===== src/rtl/arb_pkg.sv =====
// Shared arbiter types and helpers.
// Latency: n/a (types and pure functions only).
// Backpressure: n/a.
package arb_pkg;

    typedef enum logic {
        IDLE  = 1'b0,
        GRANT = 1'b1
    } arb_state_t;

    localparam int OHT_MAX_W   = 64;
    localparam int OHT_MAX_IDX = 6;

    // One-hot to binary index. Each set bit ORs its index in, so the result
    // is exact for a one-hot input and zero for an all-zero input.
    function automatic logic [OHT_MAX_IDX-1:0] oht2bin(input logic [OHT_MAX_W-1:0] oht);
        logic [OHT_MAX_IDX-1:0] idx;
        idx = '0;
        for (int i = 0; i < OHT_MAX_W; i++) begin
            if (oht[i]) begin
                idx = idx | OHT_MAX_IDX'(i);
            end
        end
        return idx;
    endfunction

endpackage


===== src/rtl/pry2oht_base.sv =====
// Priority vector to one-hot: keeps only the highest-priority set bit.
// Latency: purely combinational, zero cycles.
// Backpressure: none; output follows input every cycle.
module pry2oht_base #(
    parameter int    WIDTH          = 8,
    parameter string DIRECTION      = "LSB",
    parameter int    IMPLEMENTATION = 0
) (
    input  logic [WIDTH-1:0] pry,
    output logic [WIDTH-1:0] oht
);

    logic [WIDTH-1:0] vin;
    logic [WIDTH-1:0] vout;

    // MSB priority is handled by bit-reversing around the LSB core.
    generate
        if (DIRECTION == "MSB") begin : g_msb
            for (genvar i = 0; i < WIDTH; i++) begin : g_rev
                assign vin[i]             = pry[WIDTH-1-i];
                assign oht[WIDTH-1-i]     = vout[i];
            end
        end else begin : g_lsb
            assign vin = pry;
            assign oht = vout;
        end
    endgenerate

    generate
        if (IMPLEMENTATION == 1) begin : g_vec
            // Clearing everything above the lowest set bit via borrow.
            assign vout = vin & ~(vin - WIDTH'(1));
        end else if (IMPLEMENTATION == 2) begin : g_add
            // Two's complement isolate: x & -x.
            assign vout = vin & (~vin + WIDTH'(1));
        end else begin : g_loop
            // Scan upward and keep the first set bit found.
            always_comb begin
                logic found;
                found = 1'b0;
                vout  = '0;
                for (int i = 0; i < WIDTH; i++) begin
                    if (vin[i] && !found) begin
                        vout[i] = 1'b1;
                        found   = 1'b1;
                    end
                end
            end
        end
    endgenerate

endmodule


===== src/rtl/arb_rr_reg.sv =====
// Registered round-robin arbiter; grant held until ack releases it.
// Latency: request in cycle N gives gnt_vld in N+1; ack with pending req re-grants back-to-back.
// Backpressure: grant is frozen while ack=0, even if the granted req bit drops.
module arb_rr_reg
    import arb_pkg::*;
#(
    parameter int  WIDTH          = 8,
    parameter int  IMPLEMENTATION = 0,
    localparam int WIDTH_LOG      = $clog2(WIDTH)
) (
    input  logic                 clk,
    input  logic                 rst_n,
    input  logic [WIDTH-1:0]     req,
    input  logic                 ack,
    output logic [WIDTH-1:0]     gnt,
    output logic [WIDTH_LOG-1:0] gnt_idx,
    output logic                 gnt_vld
);

    arb_state_t           state_q, state_d;
    logic [WIDTH-1:0]     gnt_q, gnt_d;
    logic [WIDTH_LOG-1:0] idx_q, idx_d;
    logic [WIDTH_LOG-1:0] ptr_q, ptr_d;

    logic [WIDTH-1:0]     mask;
    logic [WIDTH-1:0]     msk;
    logic [WIDTH-1:0]     msk_oht;
    logic [WIDTH-1:0]     req_oht;
    logic [WIDTH-1:0]     cand;
    logic [WIDTH_LOG-1:0] cand_idx;
    logic                 cand_vld;

    // Only requesters strictly above the last grant get first pick this round.
    always_comb begin
        mask = '0;
        for (int i = 0; i < WIDTH; i++) begin
            mask[i] = (i > int'(ptr_q));
        end
    end

    assign msk = req & mask;

    pry2oht_base #(
        .WIDTH          (WIDTH),
        .DIRECTION      ("LSB"),
        .IMPLEMENTATION (IMPLEMENTATION)
    ) u_pry_msk (
        .pry (msk),
        .oht (msk_oht)
    );

    pry2oht_base #(
        .WIDTH          (WIDTH),
        .DIRECTION      ("LSB"),
        .IMPLEMENTATION (IMPLEMENTATION)
    ) u_pry_req (
        .pry (req),
        .oht (req_oht)
    );

    // Empty masked set means wrap: the lowest requester overall wins.
    assign cand     = (|msk) ? msk_oht : req_oht;
    assign cand_vld = |req;
    assign cand_idx = WIDTH_LOG'(oht2bin(OHT_MAX_W'(cand)));

    // Next-state: load on new arbitration, hold while unacknowledged, drain on ack with no requests.
    always_comb begin
        state_d = state_q;
        gnt_d   = gnt_q;
        idx_d   = idx_q;
        ptr_d   = ptr_q;
        if (state_q == IDLE) begin
            if (cand_vld) begin
                gnt_d   = cand;
                idx_d   = cand_idx;
                ptr_d   = cand_idx;
                state_d = GRANT;
            end
        end else begin
            if (ack) begin
                if (cand_vld) begin
                    gnt_d = cand;
                    idx_d = cand_idx;
                    ptr_d = cand_idx;
                end else begin
                    gnt_d   = '0;
                    idx_d   = '0;
                    state_d = IDLE;
                end
            end
        end
    end

    // State, grant and pointer registers; pointer resets to the top so index 0 wins first.
    always_ff @(posedge clk or negedge rst_n) begin
        if (!rst_n) begin
            state_q <= IDLE;
            gnt_q   <= '0;
            idx_q   <= '0;
            ptr_q   <= WIDTH_LOG'(WIDTH - 1);
        end else begin
            state_q <= state_d;
            gnt_q   <= gnt_d;
            idx_q   <= idx_d;
            ptr_q   <= ptr_d;
        end
    end

    assign gnt     = gnt_q;
    assign gnt_idx = idx_q;
    assign gnt_vld = (state_q == GRANT);

endmodule


===== config.mk =====
export PLATFORM = sky130hd
export DESIGN_NAME = arb_rr_reg
export DESIGN_NICKNAME = d
export VERILOG_FILES = /design/src/rtl/arb_pkg.sv /design/src/rtl/pry2oht_base.sv /design/src/rtl/arb_rr_reg.sv
export SDC_FILE = /design/constraint.sdc
export NUM_CORES = 1
export LEC_CHECK = 0
export BUFFER_PORTS_ARGS = -buffer_cell sky130_fd_sc_hd__buf_2
export CAP_MARGIN = 20
export CORE_MARGIN = 2
export CORE_UTILIZATION = 45
export DETAILED_ROUTE_END_ITERATION = 8
export PLACE_DENSITY = 0.74
export SLEW_MARGIN = 20
export SYNTH_ARGS = -nofsm -noshare
export SYNTH_HDL_FRONTEND = slang
export SYNTH_SLANG_ARGS = --single-unit

===== constraint.sdc =====
create_clock -name clk -period 3.2 [get_ports clk]
set_clock_uncertainty 0.15 [all_clocks]
set_input_delay 0.16 -clock clk [delete_from_list [all_inputs] [get_ports clk]]
set_output_delay 0.16 -clock clk [all_outputs]
set_load 0.01 [all_outputs]

==> reports/metrics.cfg, run 1 <==
[run_status]
outcome = finished clean

[critical_path]
crit_buf_inv = 2
cp_max_fo = 11
required_ns = 3.27
cp.arrival_ns = 2.40
path_cells = dlygate4sd3_1, buf_2, or4_4, nor3_4, nand2_1, o21ai_1, a22o_1
cpLargestDelayFamily = compound AO/OA/AOI/OAI gates
cp-end-kind = flop
startpoint = req[0]
crit_path_start_kind = input pin
worst-setup-path-type = input pin to flop
regToRegStartpoint = ptr_q[2]
slowest_stage = o21ai_1
cpPeakStageDelay_ns = 0.60

[pwr]
power_density_nw_per_um2 = 687
p_leak_uw = 0.000499
peakVddDrop_mv = 0.579

[finish]
area_delta_synth_final_pct = 17.0
drive_above_1_share_pct = 32.0
finish.instance_area_um2 = 1110
fillers = 201
n_antenna_cell = 0
fin_util_pct = 56.1
instances_no_fill = 152
regArea_um2 = 379
multi_input_area_um2 = 528
final_nets = 137

[detailed_routing]
routed_via_density = 5.97
drt_iter0_drc = 25
route.layer.met1.wl_um = 916
drc = 0
wl_met3_um = 150
routed.top_layer = met4
wl_per_cell_um = 14.3
dr.pass1.iters = 4
met2_wirelength_um = 1090
num_vias = 907
ant_nets = 0
wl_um = 2180

[floorplan]
initial_core_util_pct = 48.0
rows = 16
die_h_um = 50.0
chipWidth_um = 50.0
die_area_um2 = 2500
core_um2 = 1980
num_io_pins = 23

[cts]
ctsLongestPathBuffers = 2
cts_made_buffers = 3
cts-root-buf = clkbuf_4
htree_num_levels = 1
clkSlewWorstSetupHoldPaths_ns = 0.08
clk_latency_ns = 0.28
cts_tree = done
clock_sinks = 15

[global_routing]
grt_overflow = 0
grt_max_degree = 16
grt_pass1_wl_um = 3660
track_usage_pct = 18.9
antenna_found_initial = 0
grt_pass1_vias = 805

[synth]
syn_area_per_cell_um2 = 9.41
yosys_warnings = 0
ys_seq_area_share_pct = 39.9
syn_area_um2 = 951
postSynthCellCount = 101
synthFlopType = dfrtp_1
synth_edf_count = 0
ys_types = 45
syn_nets = 112
synth_seq_cells = 15
async_reset_ff_share_pct = 100

[sta]
hold_viol = 0
slew_viol_final = 0
min_period_ns = 2.34
setup_viol = 0
finalCritPeriodShare_pct = 73.0
hold_ws_ns = 0.00661
relSlewSlack_pct = 49.7
setup_tns_ns = 0
tightestPinTransition_ns = 0.749
timing.fmax_mhz = 428
rsz0062_at_grt = no

[hold_path]
min_from = req[7]
holdCritPathClass = input pin to flop

[place]
gp_congestion = 0.874
dpl.hpwl_um = 1670
postPlaceCellArea_um2 = 1070
portBuffers = 22
placed_cells = 146

[job]
cap_violations = 0

[cell usage after synthesis (2+ instances only)]
master	n	area (um2)
buf_2	2	10.0
o21ai_0	3	15.0
dfrtp_1	12	300
a21oi_1	3	15.0
o21ai_1	3	15.0
nor2b_1	5	31.3
o31ai_2	2	25.0
dfstp_2	3	78.8
nand2b_1	2	12.5
nand3_1	3	15.0
nor3_1	2	10.0
nor2_1	8	30.0
o211ai_1	2	15.0
inv_1	3	11.3
nand2_2	2	12.5
nand2_1	11	41.3
a22o_1	6	52.6
o21ai_2	2	17.5
[placed cells by master, fill, tap and decap left out, types with 2 or more instances in the layout]
cell type and count:
o21ai_2 2, o31ai_2 2, clkbuf_4 3, nor3_1 2
a22o_1 6, o211ai_1 2, nor2b_1 5, nand2b_1 2
dfrtp_1 12, inv_1 3, nor2_1 8, o21ai_1 3
nand2_2 2, a21oi_1 3, dlygate4sd3_1 2, buf_2 22
nand3_1 3, dfstp_2 3, nand2_1 11, o21ai_0 3
[registers in the layout, indices dropped and copies added (netlist names)]
name,cells
gnt_idx,3
gnt_vld,1
gnt,8
ptr_q,3
[final cells by class]
class / count / area share, %
clock buffer: 4 / 2.36
inverter: 4 / 1.35
multi-input combinational: 78 / 47.5
sequential: 15 / 34.1
tap: 27 / 3.04
timing repair buffer: 24 / 11.7
[stage by stage]
stage / worst slack, ns / total power, uW
2_1_floorplan: 1.26 / 553
3_3_place_gp: 1.04 / 651
3_5_place_dp: 0.984 / 660
4_1_cts: 0.844 / 764
5_1_grt: 0.702 / 818
6_report: 0.864 / 764
[tightest hold or removal path, cell delays in order]
cell	delay [ns]
buf_2	0.11
nor2_1	0.06
nand3_1	0.07
[logic make-up after synthesis]
group | after synthesis | share of synthesized area (%)
AOI/OAI and AO/OA | 35 | 30.1
and+or+nand+nor | 43 | 25.4
buffers and inverters | 8 | 4.61
DFF | 15 | 39.9
[path summary, 6_finish.rpt]
| kind | to | slack [ns] | cells past startpoint |
|---|---|---|---|
| setup / recovery | gnt[3] | 0.86 | 7 |
| hold reg to reg | gnt_idx[0] | 0.32 | 2 |
| min in group asynchronous | gnt_vld | 0.15 | 2 |
| hold / removal | gnt_vld | 0.007 | 3 |
| setup reg to reg | ptr_q[0] | 0.97 | 6 |
| max in group asynchronous | ptr_q[1] | 2.45 | 2 |
[where the power goes]
group	switching (uW)	internal [uW]	total, uW
Clock	55.6	48.4	104
Combinational	202	138	340
Sequential	59.6	260	320
[per-layer routing]
layer | vias up | track usage (%)
li1 | 431 | -
met1 | 423 | 25.1
met2 | 45 | 32.2
met3 | 8 | 3.64
met4 | 0 | 2.78
met5 | - | 0
[what timing repair did]
action                                 in CTS  in global routing
hold buffers                                2                  0
buffers inserted                            0                  0
gates resized for setup                     0                  0
setup endpoints to repair                   0                  0
endpoints found under the hold margin      16                  0
Note: power is estimated with default switching activity, not from simulation.
==> inputs of run 2 (changes only) <==
--- a/config.mk
+++ b/config.mk
@@ -5,6 +5,7 @@
 export SDC_FILE = /design/constraint.sdc
 export NUM_CORES = 1
 export LEC_CHECK = 0
+export ABC_AREA = 1
 export BUFFER_PORTS_ARGS = -buffer_cell sky130_fd_sc_hd__buf_2
 export CAP_MARGIN = 20
 export CORE_MARGIN = 2
==> constraint.sdc (replaced) <==
create_clock -name clk -period 2.2 [get_ports clk]
set_clock_uncertainty 0.15 [all_clocks]
set_input_delay 0.11 -clock clk [delete_from_list [all_inputs] [get_ports clk]]
set_output_delay 0.11 -clock clk [all_outputs]
set_load 0.01 [all_outputs]
==> reports/metrics.cfg, run 2 <==
[run_status]
outcome = finished clean

[global_routing]
antenna_found_initial = 0
grt_pass1_vias = 841
grt_overflow = 0
grt_max_degree = 17
grt_pass1_wl_um = 3480
track_usage_pct = 18.0

[floorplan]
core_um2 = 2000
die_h_um = 50.5
rows = 16
chipWidth_um = 50.5
die_area_um2 = 2550
initial_core_util_pct = 48.6
num_io_pins = 23

[synth]
yosysMostFrequentCell = nand2_1
synth_edf_count = 0
syn_area_um2 = 972
synth_xor_area_share_pct = 0
syn_area_per_cell_um2 = 7.15
yosysTopAreaCellShare_pct = 30.9
yosys_warnings = 0
yosysTopAreaCell = dfrtp_1
synth_seq_cells = 15
muxShareOfSynthArea_pct = 0
synthFlopType = dfrtp_1
synth-simple-area-share_pct = 51.1
synthAdderAreaFrac_pct = 0
synth_top_family_by_area = simple AND/OR/NAND/NOR gates
ys_seq_area_share_pct = 39.0
ys_types = 18
postSynthCellCount = 136
syn_nets = 147
synth_area_leaders = dfrtp_1 31%, nand2_1 18%, nand3_1 8.2%
synth_common_cells = 47 x nand2_1, 16 x nand3_1, 13 x inv_1
async_reset_ff_share_pct = 100
synth_compound_area_share_pct = 2.57

[pwr]
power_density_nw_per_um2 = 1030
peakVddDrop_mv = 0.808
power.clock.fraction_pct = 13.4
p_sw_uw = 526
p_leak_uw = 0.000641
pwr-share-seq_pct = 39.1
comb_power_share_pct = 47.6
internal_power_uw = 661
netSwitchingFraction_pct = 44.3

[finish]
drive_above_1_share_pct = 34.1
largest_reg_flops = 8
layout_common_cells = 47 x nand2_1, 22 x buf_2, 16 x nand3_1
fin_util_pct = 57.9
area_delta_synth_final_pct = 19.2
final_common_cell = nand2_1
final_nets = 176
n_antenna_cell = 0
instances_no_fill = 191

[sta]
hold_viol = 0
tightestPinTransition_ns = 0.434
slew_viol_final = 0
rsz0062_at_grt = no
setup_tns_ns = 0
finalCritPeriodShare_pct = 78.6
timing.fmax_mhz = 578
setup_viol = 0
relSlewSlack_pct = 70.8
hold_ws_ns = 0.0318
min_period_ns = 1.73

[detailed_routing]
num_vias = 917
wl_um = 2090
drc = 0
drt_iter0_drc = 21
routed_via_density = 4.80
wl_per_cell_um = 10.9
ant_nets = 0
dr.pass1.iters = 4

[cts]
ctsLongestPathBuffers = 2
clkSlewWorstSetupHoldPaths_ns = 0.10
post_cts_buffers = 0
clock_sinks = 15
htree_num_levels = 1
postCtsResizedCells = 0
cts_tree = done
cts-root-buf = clkbuf_4
clk_latency_ns = 0.29
cts_made_buffers = 3
cts_hold_buf = 3

[critical_path]
crit_path_start_kind = flop
cp_max_fo = 6
ff2ff_path_depth = 10
cp.arrival_ns = 1.82
worst-setup-path-type = flop to flop
r2r_slack_ns = 0.47
required_ns = 2.29
cp-end-kind = flop

[place]
placed_cells = 184
gp_congestion = 0.951
portBuffers = 22
dpl.hpwl_um = 1680

[job]
cap_violations = 0

[hold_path]
hold_depth = 3
holdCritPathClass = input pin to flop

run 2: area by class of cell:
class                           count  area [um2]
Fill cell                         192         843
Multi-Input combinational cell    105         522
Sequential cell                    15         379
Timing Repair Buffer               25         140
Inverter                           15        56.3
Tap cell                           27        33.8
Clock buffer                        3        22.5
Clock inverter                      1        5.00
run 2: power by group through the flow:
| stage | clock network, uW | registers [uW] | logic [uW] |
|---|---|---|---|
| after CTS | 161 | 464 | 567 |
| after global routing | 171 | 480 | 634 |
| final | 159 | 464 | 565 |
| after global placement | 0 | 464 | 553 |
| after detailed placement | 0 | 467 | 565 |
| after floorplan | 0 | 494 | 379 |
run 2: kinds of logic (layout without fill, tap and decap cells):
group,count (synthesis),count (layout)
simple gates,100,100
buf+inv,16,44
flops,15,15
compound gates,5,5
run 2: per-layer routing:
metal	GRT usage, %	vias up	part of all wire (%)
met4	4.05	0	0.67
met5	0	-	0
met1	22.4	416	44
met3	5.65	2	4.3
met2	30.5	18	51
li1	-	481	-
run 2: metrics by stage:
step	total power (uW)	setup WS (ns)	area, um2
2_1_floorplan	873	0.673	972
3_3_place_gp	1020	0.512	1100
3_5_place_dp	1030	0.487	1100
4_1_cts	1190	0.465	1160
5_1_grt	1280	0.346	1160
6_report	1190	0.470	1160
run 2: critical path, cell delays in order, from the launching register on:
cell,delay (ns)
dfstp_2,0.61
nand3_1,0.13
nand2_2,0.11
nand2_2,0.07
nor2_4,0.14
nand2_2,0.07
nor2_2,0.12
nor2_2,0.06
nand3_1,0.08
nand2_1,0.08
nand2_1,0.07
run 2: final timing paths:
| kind | from | endpoint |
|---|---|---|
| max in group asynchronous | rst_n | ptr_q[2] |
| min in group asynchronous | rst_n | gnt[1] |
| worst min-delay path | req[0] | gnt[0] |
| worst max-delay path | ptr_q[2] | ptr_q[1] |
| worst max register to register | ptr_q[2] | ptr_q[1] |
| worst min register to register | gnt[4] | gnt[4] |
==> inputs of run 3 (changes only) <==
==> constraint.sdc (replaced) <==
create_clock -name clk -period 1.76 [get_ports clk]
set_clock_uncertainty 0.15 [all_clocks]
set_input_delay 0.088 -clock clk [delete_from_list [all_inputs] [get_ports clk]]
set_output_delay 0.088 -clock clk [all_outputs]
set_load 0.01 [all_outputs]
==> reports/metrics.cfg, run 3 (synthesized netlist as in run 2, its figures left out) <==
[sta]
min_period_ns = 1.71
tightestPinTransition_ns = 0.400
setup_tns_ns = 0
fin_ws_ns = 0.0474
rsz0062_at_grt = yes
timing.fmax_mhz = 584
hold_ws_ns = 0.0121
hold_viol = 0
relSlewSlack_pct = 73.1
finalCritPeriodShare_pct = 97.3
setup_viol = 0
slew_viol_final = 0

[finish]
layout_common_cells = 45 x nand2_1, 22 x buf_2, 15 x nand3_1
drive_above_1_share_pct = 36.0
final_nets = 176
fillers = 191
finish.instance_area_um2 = 1170
n_antenna_cell = 0
final_common_cell = nand2_1
largest_reg_flops = 8
area_delta_synth_final_pct = 20.7

[run_status]
outcome = finished clean

[global_routing]
grt_overflow = 0
grt_pass1_wl_um = 3720
grt_max_degree = 17
track_usage_pct = 19.2
grt_pass1_vias = 878
antenna_found_initial = 0

[cts]
cts_made_buffers = 3
htree_num_levels = 1
ctsLongestPathBuffers = 2
clkSlewWorstSetupHoldPaths_ns = 0.09
clk_latency_ns = 0.28
cts_tree = done
clock_sinks = 15
cts-root-buf = clkbuf_4
post_cts_buffers = 0

[floorplan]
chipWidth_um = 50.5
num_io_pins = 23
rows = 16
initial_core_util_pct = 48.6
die_h_um = 50.5
die_area_um2 = 2550
core_um2 = 2000

[critical_path]
cp-end-kind = flop
worst-setup-path-type = flop to flop
cp.arrival_ns = 1.80
required_ns = 1.84
crit_path_start_kind = flop
cp_max_fo = 6

[detailed_routing]
wl_per_cell_um = 11.3
ant_nets = 0
num_vias = 920
wl_um = 2150
routed_via_density = 4.82
drc = 0
drt_iter0_drc = 20
dr.pass1.iters = 4

[pwr]
internal_power_uw = 836
power_density_nw_per_um2 = 1290
p_leak_uw = 0.000641
power.clock.fraction_pct = 13.0
comb_power_share_pct = 48.2
pwr-share-seq_pct = 38.8
peakVddDrop_mv = 1.04
p_sw_uw = 676
netSwitchingFraction_pct = 44.7
design_power_total_uw = 1510

[place]
portBuffers = 22
dpl.hpwl_um = 1710
postPlaceCellArea_um2 = 1100
dp_slack_ns = 0.0558
gp_congestion = 0.951

[hold_path]
holdCritPathClass = input pin to flop

[job]
cap_violations = 0

-- run 3: cell counts in the layout (fill, tap and decap cells not counted) --
Identical to the previous run, type by type.
-- run 3: layer usage --
| layer | vias up | wire (um) | global-route usage, % | share of wire (%) |
|---|---|---|---|---|
| met3 | 0 | 97 | 5.36 | 4.5 |
| met2 | 18 | 1120 | 34.6 | 52 |
| met4 | 0 | 0 | 1.35 | 0 |
| met1 | 423 | 931 | 23.8 | 43 |
| met5 | - | 0 | 0 | 0 |
| li1 | 479 | - | - | - |
-- run 3: repair_timing --
action	CTS	global route
resized for setup	0	4
endpoints found under the setup margin	0	7
hold endpoints to repair	16	0
hold buffers	3	0
-- run 3: layout make-up --
class	instances	area, um2	area share (%)
clock buffers	3	22.5	1.92
clock inverters	1	5.00	0.426
inverters	15	56.3	4.80
multi-input cells	105	537	45.7
flip-flops and latches	15	379	32.3
well taps	27	33.8	2.88
repair buffers	25	140	11.9
-- run 3: stage by stage --
step / util, % / instances
2_1_floorplan: - / 136
3_3_place_gp: 55.0 / 184
3_5_place_dp: 55.0 / 184
4_1_cts: 57.9 / 191
5_1_grt: 58.6 / 191
6_report: 58.6 / 191
-- run 3: worst paths after layout --
| kind | from | end | slack, ns | cells past startpoint |
|---|---|---|---|---|
| max | ptr_q[2] | ptr_q[0] | 0.05 | 10 |
| min in group asynchronous | rst_n | gnt[3] | 0.09 | 2 |
| max in group asynchronous | rst_n | ptr_q[0] | 1.08 | 2 |
| min | req[0] | gnt[0] | 0.01 | 3 |
| max reg2reg | ptr_q[2] | ptr_q[0] | 0.05 | 10 |
| min reg2reg | gnt[4] | gnt[4] | 0.33 | 2 |
-- run 3: power groups by stage --
stage	sequential (uW)	clock [uW]	combinational, uW
CTS	579	202	712
floorplan	617	0	474
finish	587	196	729
global route	609	213	821
global placement	580	0	691
detailed placement	584	0	708
-- run 3: worst max-delay path: stages, from the launching register on --
cell,delay [ns]
dfstp_2,0.61
inv_2,0.07
nand2_1,0.13
nand2_2,0.08
nor2_4,0.14
nand3_1,0.11
nand2_1,0.09
inv_1,0.06
nand3_1,0.07
nand2_1,0.08
nand2_1,0.07
